File: config.mk
export PLATFORM = sky130hd
export DESIGN_NAME = bitserial_logic_seq
export DESIGN_NICKNAME = d
export VERILOG_FILES = /design/src/rtl/logic_ops_pkg.sv /design/src/rtl/gate_select.sv /design/src/rtl/bitserial_logic_seq.sv
export SDC_FILE = /design/constraint.sdc
export NUM_CORES = 1
export LEC_CHECK = 0
export BUFFER_PORTS_ARGS = -buffer_cell sky130_fd_sc_hd__buf_2
export CORE_MARGIN = 3
export CORE_UTILIZATION = 51
export DETAILED_ROUTE_END_ITERATION = 10
export PLACE_DENSITY = 0.78
export SETUP_SLACK_MARGIN = 0.05
export SYNTH_ARGS = -nofsm -noshare
export SYNTH_HDL_FRONTEND = slang
export SYNTH_SLANG_ARGS = --single-unit
File: constraint.sdc
create_clock -name clk -period 2.4 [get_ports clk]
set_clock_uncertainty 0.2 [all_clocks]
set_input_delay 0.12 -clock clk [delete_from_list [all_inputs] [get_ports clk]]
set_output_delay 0.12 -clock clk [all_outputs]
set_load 0.01 [all_outputs]
File: src/rtl/logic_ops_pkg.sv
// Shared encodings for the bit-serial logic sequencer: logic opcodes and
// sequencer states.
package logic_ops_pkg;

    typedef enum logic [2:0] {
        LOP_AND   = 3'd0,
        LOP_OR    = 3'd1,
        LOP_NOT_A = 3'd2,
        LOP_NOT_B = 3'd3,
        LOP_NAND  = 3'd4,
        LOP_NOR   = 3'd5,
        LOP_XOR   = 3'd6,
        LOP_XNOR  = 3'd7
    } lop_e;

    typedef enum logic [1:0] {
        S_IDLE = 2'd0,
        S_RUN  = 2'd1,
        S_DONE = 2'd2
    } state_e;

endpackage

File: src/rtl/gate_select.sv
// Picks the gate-unit output named by the captured opcode (8:1 mux).
module gate_select
    import logic_ops_pkg::*;
(
    input  lop_e op,
    input  logic g_and,
    input  logic g_or,
    input  logic g_nota,
    input  logic g_notb,
    input  logic g_nand,
    input  logic g_nor,
    input  logic g_xor,
    input  logic g_xnor,
    output logic sel
);

    // NOTE: every output of a combinational block gets a default first so no latch is inferred.
    always_comb begin
        sel = 1'b0;
        case (op)
            LOP_AND:   sel = g_and;
            LOP_OR:    sel = g_or;
            LOP_NOT_A: sel = g_nota;
            LOP_NOT_B: sel = g_notb;
            LOP_NAND:  sel = g_nand;
            LOP_NOR:   sel = g_nor;
            LOP_XOR:   sel = g_xor;
            LOP_XNOR:  sel = g_xnor;
            default:   sel = 1'b0;
        endcase
    end

endmodule

File: src/rtl/bitserial_logic_seq.sv
// Bit-serial sequencer around the external 1-bit gate unit: streams operand bits
// LSB first, collects the selected gate output, and returns a WIDTH-bit result.
module bitserial_logic_seq
    import logic_ops_pkg::*;
#(
    parameter int WIDTH = 8
)
(
    input  logic             clk,
    input  logic             rst,
    input  logic             in_valid,
    output logic             in_ready,
    input  logic [WIDTH-1:0] in_a,
    input  logic [WIDTH-1:0] in_b,
    input  logic [2:0]       in_op,
    output logic             gate_a,
    output logic             gate_b,
    input  logic             g_and,
    input  logic             g_or,
    input  logic             g_nota,
    input  logic             g_notb,
    input  logic             g_nand,
    input  logic             g_nor,
    input  logic             g_xor,
    input  logic             g_xnor,
    output logic             out_valid,
    input  logic             out_ready,
    output logic [WIDTH-1:0] out_result,
    output logic [2:0]       out_op
);

    localparam int               CNT_W    = $clog2(WIDTH);
    localparam logic [CNT_W-1:0] CNT_LAST = CNT_W'(WIDTH - 1);

    state_e           state_q, state_d;
    logic [WIDTH-1:0] a_sh_q, a_sh_d;
    logic [WIDTH-1:0] b_sh_q, b_sh_d;
    logic [WIDTH-1:0] res_q, res_d;
    logic [CNT_W-1:0] cnt_q, cnt_d;
    lop_e             op_q, op_d;
    logic             valid_q, valid_d;
    logic             sel_bit;

    gate_select u_gate_select (
        .op     (op_q),
        .g_and  (g_and),
        .g_or   (g_or),
        .g_nota (g_nota),
        .g_notb (g_notb),
        .g_nand (g_nand),
        .g_nor  (g_nor),
        .g_xor  (g_xor),
        .g_xnor (g_xnor),
        .sel    (sel_bit)
    );

    // in_ready is held low for the whole reset pulse, not just until the first edge.
    assign in_ready   = (state_q == S_IDLE) && !rst;
    assign gate_a     = (state_q == S_RUN) ? a_sh_q[0] : 1'b0;
    assign gate_b     = (state_q == S_RUN) ? b_sh_q[0] : 1'b0;
    assign out_valid  = valid_q;
    assign out_result = res_q;
    assign out_op     = op_q;

    always_comb begin
        state_d = state_q;
        a_sh_d  = a_sh_q;
        b_sh_d  = b_sh_q;
        res_d   = res_q;
        cnt_d   = cnt_q;
        op_d    = op_q;
        valid_d = valid_q;
        case (state_q)
            S_IDLE: begin
                if (in_valid) begin
                    a_sh_d  = in_a;
                    b_sh_d  = in_b;
                    op_d    = lop_e'(in_op);
                    cnt_d   = '0;
                    res_d   = '0;
                    state_d = S_RUN;
                end
            end
            S_RUN: begin
                res_d[cnt_q] = sel_bit;
                a_sh_d       = a_sh_q >> 1;
                b_sh_d       = b_sh_q >> 1;
                // The counter parks on the last index so it never wraps mid-operation.
                if (cnt_q == CNT_LAST) begin
                    state_d = S_DONE;
                    valid_d = 1'b1;
                end else begin
                    cnt_d = cnt_q + CNT_W'(1);
                end
            end
            S_DONE: begin
                if (out_ready) begin
                    state_d = S_IDLE;
                    valid_d = 1'b0;
                end
            end
            default: begin
                state_d = S_IDLE;
                valid_d = 1'b0;
            end
        endcase
    end

    // NOTE: sequential state uses non-blocking assignments so every flop samples pre-edge values.
    always_ff @(posedge clk or posedge rst) begin
        if (rst) begin
            state_q <= S_IDLE;
            a_sh_q  <= '0;
            b_sh_q  <= '0;
            res_q   <= '0;
            cnt_q   <= '0;
            op_q    <= LOP_AND;
            valid_q <= 1'b0;
        end else begin
            state_q <= state_d;
            a_sh_q  <= a_sh_d;
            b_sh_q  <= b_sh_d;
            res_q   <= res_d;
            cnt_q   <= cnt_d;
            op_q    <= op_d;
            valid_q <= valid_d;
        end
    end

endmodule

# --- Yosys cells after proc, flatten, opt, wreduce, memory -nomap -nowiden ---
# Index checks and enable logic that the tools add are counted.
op_classes:
  n_mul: 0
  n_lt_le_gt_ge: 2
  eq_ne: 14
  add_sub_neg: 1
  reduce_logical: 11
  div: 0
  bitwise_logic: 1
  shift: 0
  muxes: 22
ops:
  columns: ["operator", "n"]
  rows:
  - ["$pmux 8 s2", 3]
  - ["$mux 8", 3]
  - ["$eq 3x3->1 const B", 5]
  - ["$reduce_and 3->1", 3]
  - ["$bwmux 8", 1]
  - ["$pmux 1 s8", 1]
  - ["$eq 3x2->1 const B", 2]
  - ["$mux 2", 3]
  - ["$mux 3", 2]
  - ["$ne 2x2->1 const B", 3]
  - ["$pmux 2 s3", 1]
  - ["$pmux 3 s2", 1]
  - ["$mux 1", 5]
  - ["$lt 3x4->1 const B", 1]
  - ["$reduce_and 2->1", 2]
  - ["$add 3x1->3 const B", 1]
  - ["$demux 1 s3", 1]
  - ["$eq 3x1->1 const B", 1]
  - ["$ge 3x1->1 const B", 1]
  - ["$logic_not 3->1", 1]
  - ["$pmux 1 s3", 1]
  - ["$eq 2x1->1 const B", 1]
  - ["$eq 2x2->1 const B", 1]
  - ["$logic_and 1x1->1", 2]
  - ["5 further kinds", 5]
word_totals:
  wordCells: 58
  ff_bits: 33
  n_memories: 0
  romBits: 0
  latchBits: 0
  mem_bits_rw: 0
  out_inout_bits: 15

# --- Logic depth before layout (Yosys ltp) ---
depth:
  word_depth: 6
  ltp_mapped: 6

# --- Modules after synthesis ---
# From an unflattened synthesis, not the netlist that was laid out.
unflattened:
  hier_cells: 149
  area_unflattened_um2: 1667.8
by_module_without_submodules:
  columns: ["module", "area_per_inst_um2", "n_inst", "seq_area_each_um2", "cells_per_inst"]
  rows:
  - ["bitserial_logic_seq", 1604.0, 1, 825.8, 146]
  - ["gate_select", 63.8, 1, 0.0, 3]

# --- Least setup slack after synthesis ---
# No wires, ideal clock.
synth_timing:
  path_type: "register to register"
  from: "register op_q[1], in the netlist out_op[1]"
  to: "register res_q[3], in the netlist out_result[3]"
  n_path_buf: 1
  period_less_slack_ps: 1790
  arrival_time_ps: 1487
  path_slack_ps: 610
  t_required_ps: 2097
  path_stages_with_launch: 5
  path_cell_list: "dfrtp_1 -> buf_6 -> mux2i_1 -> mux4_2 -> o41ai_2"
synth_between:
  elab_chain_cells: 4
  elab_cells_between_ends: 11
synth_rtl:
  columns: ["item", "line_no", "source"]
  rows:
  - ["start: declaration", "bitserial_logic_seq.sv:40", "lop_e op_q, op_d;"]
  - ["start signal: assignment", "bitserial_logic_seq.sv:125", "op_q <= op_d;"]
  - ["$eq 3x3->1, or another cell as far along", "gate_select.sv:20", "case (op)"]
  - ["$pmux 1 s8 *", "gate_select.sv:20", null]
  - ["$bwmux 8 *", "bitserial_logic_seq.sv:85", "res_d[cnt_q] = sel_bit;"]
  - ["$pmux 8 s2 *", "bitserial_logic_seq.sv:73", "case (state_q)"]
  - ["end signal: assignment", "bitserial_logic_seq.sv:123", "res_q <= res_d;"]
  - ["end: declaration", "bitserial_logic_seq.sv:38", "logic [WIDTH-1:0] res_q, res_d;"]
# Every way passes the cells marked *; elsewhere a longest branch is shown, timed or not.
# A chain may end at the register's enable or synchronous reset.

# --- Final worst setup path ---
layout_timing:
  from: "register state_q[0]"
  to: "output gate_a"
layout_between:
  elab_chain_cells: 2
layout_rtl:
  columns: ["item", "line_no", "source"]
  rows:
  - ["start: declaration", "bitserial_logic_seq.sv:35", "state_e state_q, state_d;"]
  - ["start signal: assignment", "bitserial_logic_seq.sv:120", "state_q <= state_d;"]
  - ["$eq 2x1->1", "bitserial_logic_seq.sv:59", "assign gate_a = (state_q == S_RUN) ? a_sh_q[0] : 1'b0;"]
  - ["$mux 1", "bitserial_logic_seq.sv:59", null]
  - ["end: declaration", "bitserial_logic_seq.sv:16", "output logic gate_a,"]
# No other way between the ends.

==> run metrics <==
largest net degree at the start of global routing 33; Post-Route WL 3500 um; Comb pwr share 0.447; register area share after synthesis 0.506; xor/xnor share of the synthesized area 0; Pleak slightly above 1 nW; Post-Synth Adder-Cell Area 0.0153; Post-synth top cells dfrtp_1 (33), nand2_1 (23), mux2i_1 (21); ys async rst share 1.00; crit path max fanout 18; # diodes 0; Top FF cell, synth dfrtp_1; total gr overflow 0; Synth Net Count about 190; chip height ~63 um; CP startpoint kind register; Synth Area in Compound Gates 0.151; vias in the first global route 1447; Final period util 0.786; nature of the critical path endpoint primary output; Layout fillers around 220; dpl hpwl about 2500 um; Reg clk slew, reported paths ~0.09 ns; Switch Pwr 0.000931 W; crit path time final between 1.5 and 2 ns; r2r endpoint out_result[3]$_DFFE_PP0P_; Post-Syn Area per Cell 10.6 sq um; final count of hold timing violations 0; mux share of post-synthesis cell area 0.170; nets 253; Req. time, crit path between 2 and 2.5 ns; Worst-Skew Late Latency 0.33 ns; Initial Util 0.563; status completed; mapped cell area around 0.0016 sq mm; sequential cell area 826 sq um; area of the multi-input gates roughly 740 sq um; H-tree lvl count 2; Clk pwr share 0.131; IO Port Bufs between 40 and 50; Hold Path Class input pin to async pin; vias per cell just over 5; Power Total between 0.002 and 0.0025 W; All-Layer GR Usage 0.199; CTS sink count 33; Distinct cells, synth 27; Yosys reg bits 33; total number of vias ~1400; Post-synth EDFFs 0; largest family of logic cells by synthesized area multiplexers; share of the synthesized area in the top cell type 0.506; row cnt 19; reg2reg start state_q[0]$_DFFE_PP0P_; Max Slew Vio Count 0; crit path DAT between 1.5 and 2 ns; area leader, netlist dfrtp_1; RSZ-0062 raised after global routing false; most numerous cell in the Yosys netlist dfrtp_1; Core Util, Final 0.746; worst-margin pin slew about 0.50 ns; die span in x 62.6 um; Seq pwr share 0.422; Internal 0.00147 W; CTS tree built; Syn. warnings 0; reg2reg setup slack around 0.52 ns; share of cells above drive strength 1 0.286; cts repair resizes 0; sw frac 0.388; core area 0.00290 sq mm; CTS root buffer clkbuf_4; Simple-Gate Fraction of Synth Area 0.115; antenna violation net count after detailed routing 0; Area Growth Syn to Fin 32.6%; Clock Path Buffers 2; type of the worst setup path register to primary output; Syn Inst Count 154; final setup fails 0; initial antenna violation count 0; CTS Buf Count 5; Final Wtd Congestion 0.767; first-pass GRT wire length 6190 um; routed len/inst between 10 and 15 um; max-cap violations 0; Initial DRC Count 59; f_max between 500 and 600 MHz; relative slew slack 0.664; Worst Reg-to-Reg Cells 3; largest cells by area after synthesis dfrtp_1 (51%), mux2i_1 (13%), o21ai_0 (5.5%); DRC Markers 0; P per Cell Area 1110 mW/mm^2; IO Count 46; Die ar. ~0.004 sq mm; Pre-antenna DRT Iters 4; setup TNS 0 ns; Max VDD drop 0.797 mV
-- worst max-delay path by stage --
stage               cells after the start                        end                   start  slack [ns]
detailed placement                      3  out_result[3]$_DFFE_PP0P_  state_q[0]$_DFFE_PP0P_        0.51
global placement                        3  out_result[3]$_DFFE_PP0P_  state_q[0]$_DFFE_PP0P_        0.59
finish                                  4                     gate_a  state_q[0]$_DFFE_PP0P_        0.51
floorplan                               4  out_result[3]$_DFFE_PP0P_   out_op[1]$_DFFE_PP0P_        0.61
global route                            4                     gate_b  state_q[0]$_DFFE_PP0P_        0.37
CTS                                     4                     gate_a  state_q[0]$_DFFE_PP0P_        0.51
-- through the flow --
| stage | worst slack, ns | hold slack, ns | instances | cell area, sq um |
|---|---|---|---|---|
| after floorplan | 0.610 | 0.0489 | 154 | 1630 |
| after global placement | 0.586 | -0.0365 | 232 | 1880 |
| after detailed placement | 0.514 | -0.0223 | 232 | 1880 |
| after CTS | 0.506 | 0.160 | 262 | 2160 |
| after global routing | 0.369 | 0.206 | 262 | 2160 |
| final | 0.513 | 0.151 | 262 | 2160 |
-- logic make-up (layout without fill, tap and decap cells) --
| logic type | count (synthesis) | in the layout |
|---|---|---|
| adders and majority gates | 2 | 2 |
| AOI/OAI and AO/OA | 38 | 38 |
| buffers and inverters | 15 | 81 |
| muxes | 26 | 26 |
| DFF | 33 | 33 |
| and+or+nand+nor | 40 | 40 |
-- cells in the final DEF (no fill, tap or decap) --
cell | Yosys | layout
buf_2 | 4 | 45
dfrtp_1 | 33 | 33
nand2_1 | 23 | 23
dlygate4sd3_1 | 0 | 23
mux2i_1 | 21 | 21
o21ai_0 | 18 | 18
a22o_1 | 5 | 5
clkbuf_4 | 0 | 5
o211ai_1 | 4 | 4
o31ai_1 | 4 | 4
nor2_1 | 4 | 4
mux2_2 | 4 | 4
a21oi_1 | 4 | 4
inv_1 | 3 | 3
nor2b_1 | 3 | 3
buf_4 | 0 | 3
nand2b_1 | 2 | 2
nor3_1 | 2 | 2
nor4b_1 | 2 | 2
ha_1 | 2 | 2
mux4_2 | 1 | 1
or2_2 | 1 | 1
nand3_1 | 1 | 1
or3b_2 | 1 | 1
o21bai_2 | 0 | 1
o311ai_0 | 1 | 1
o41ai_2 | 1 | 1
nand3b_1 | 1 | 1
clkbuf_8 | 0 | 1
clkbuf_1 | 7 | 1
-- registers in the layout (all words and copies together) (netlist names) --
signal      cells
out_valid       1
out_op          3
cnt_q           3
state_q         2
a_sh_q          8
b_sh_q          8
out_result      8
-- critical path, cell delays in order, from the launching register on --
cell and delay (ns):
dfrtp_1 0.67, nand2b_1 0.10, buf_4 0.23, nor2_1 0.10, buf_2 0.13
-- what timing repair did --
action                    CTS  global route
setup buffers               0             0
hold buffers               23             0
hold endpoints to repair   33             0
-- per-layer routing --
metal  share of wire  wire, um  vias up  GRT usage
met5               0         0        -          0
li1                -         -      680          -
met4           0.012        41        0     0.0661
met2            0.53      1860       39      0.360
met1            0.41      1420      638      0.218
met3           0.051       178        4     0.0629
-- power by group through the flow --
stage	Sequential (W)	Combinational [W]	Clock, W
after floorplan	0.000974	0.000807	0
after global placement	0.000999	0.000984	0
after detailed placement	0.00103	0.00105	0
after CTS	0.00101	0.00109	0.000316
after global routing	0.00105	0.00121	0.000340
final	0.00101	0.00107	0.000314
-- final cells by class --
| class | instances | share of cell area |
|---|---|---|
| tap | 42 | 0.0243 |
| sequential | 33 | 0.382 |
| clock buffer | 7 | 0.0254 |
| multi-input combinational | 106 | 0.342 |
| timing repair buffer | 71 | 0.221 |
| inverter | 3 | 0.00521 |
(Power assumes the default switching activity.)
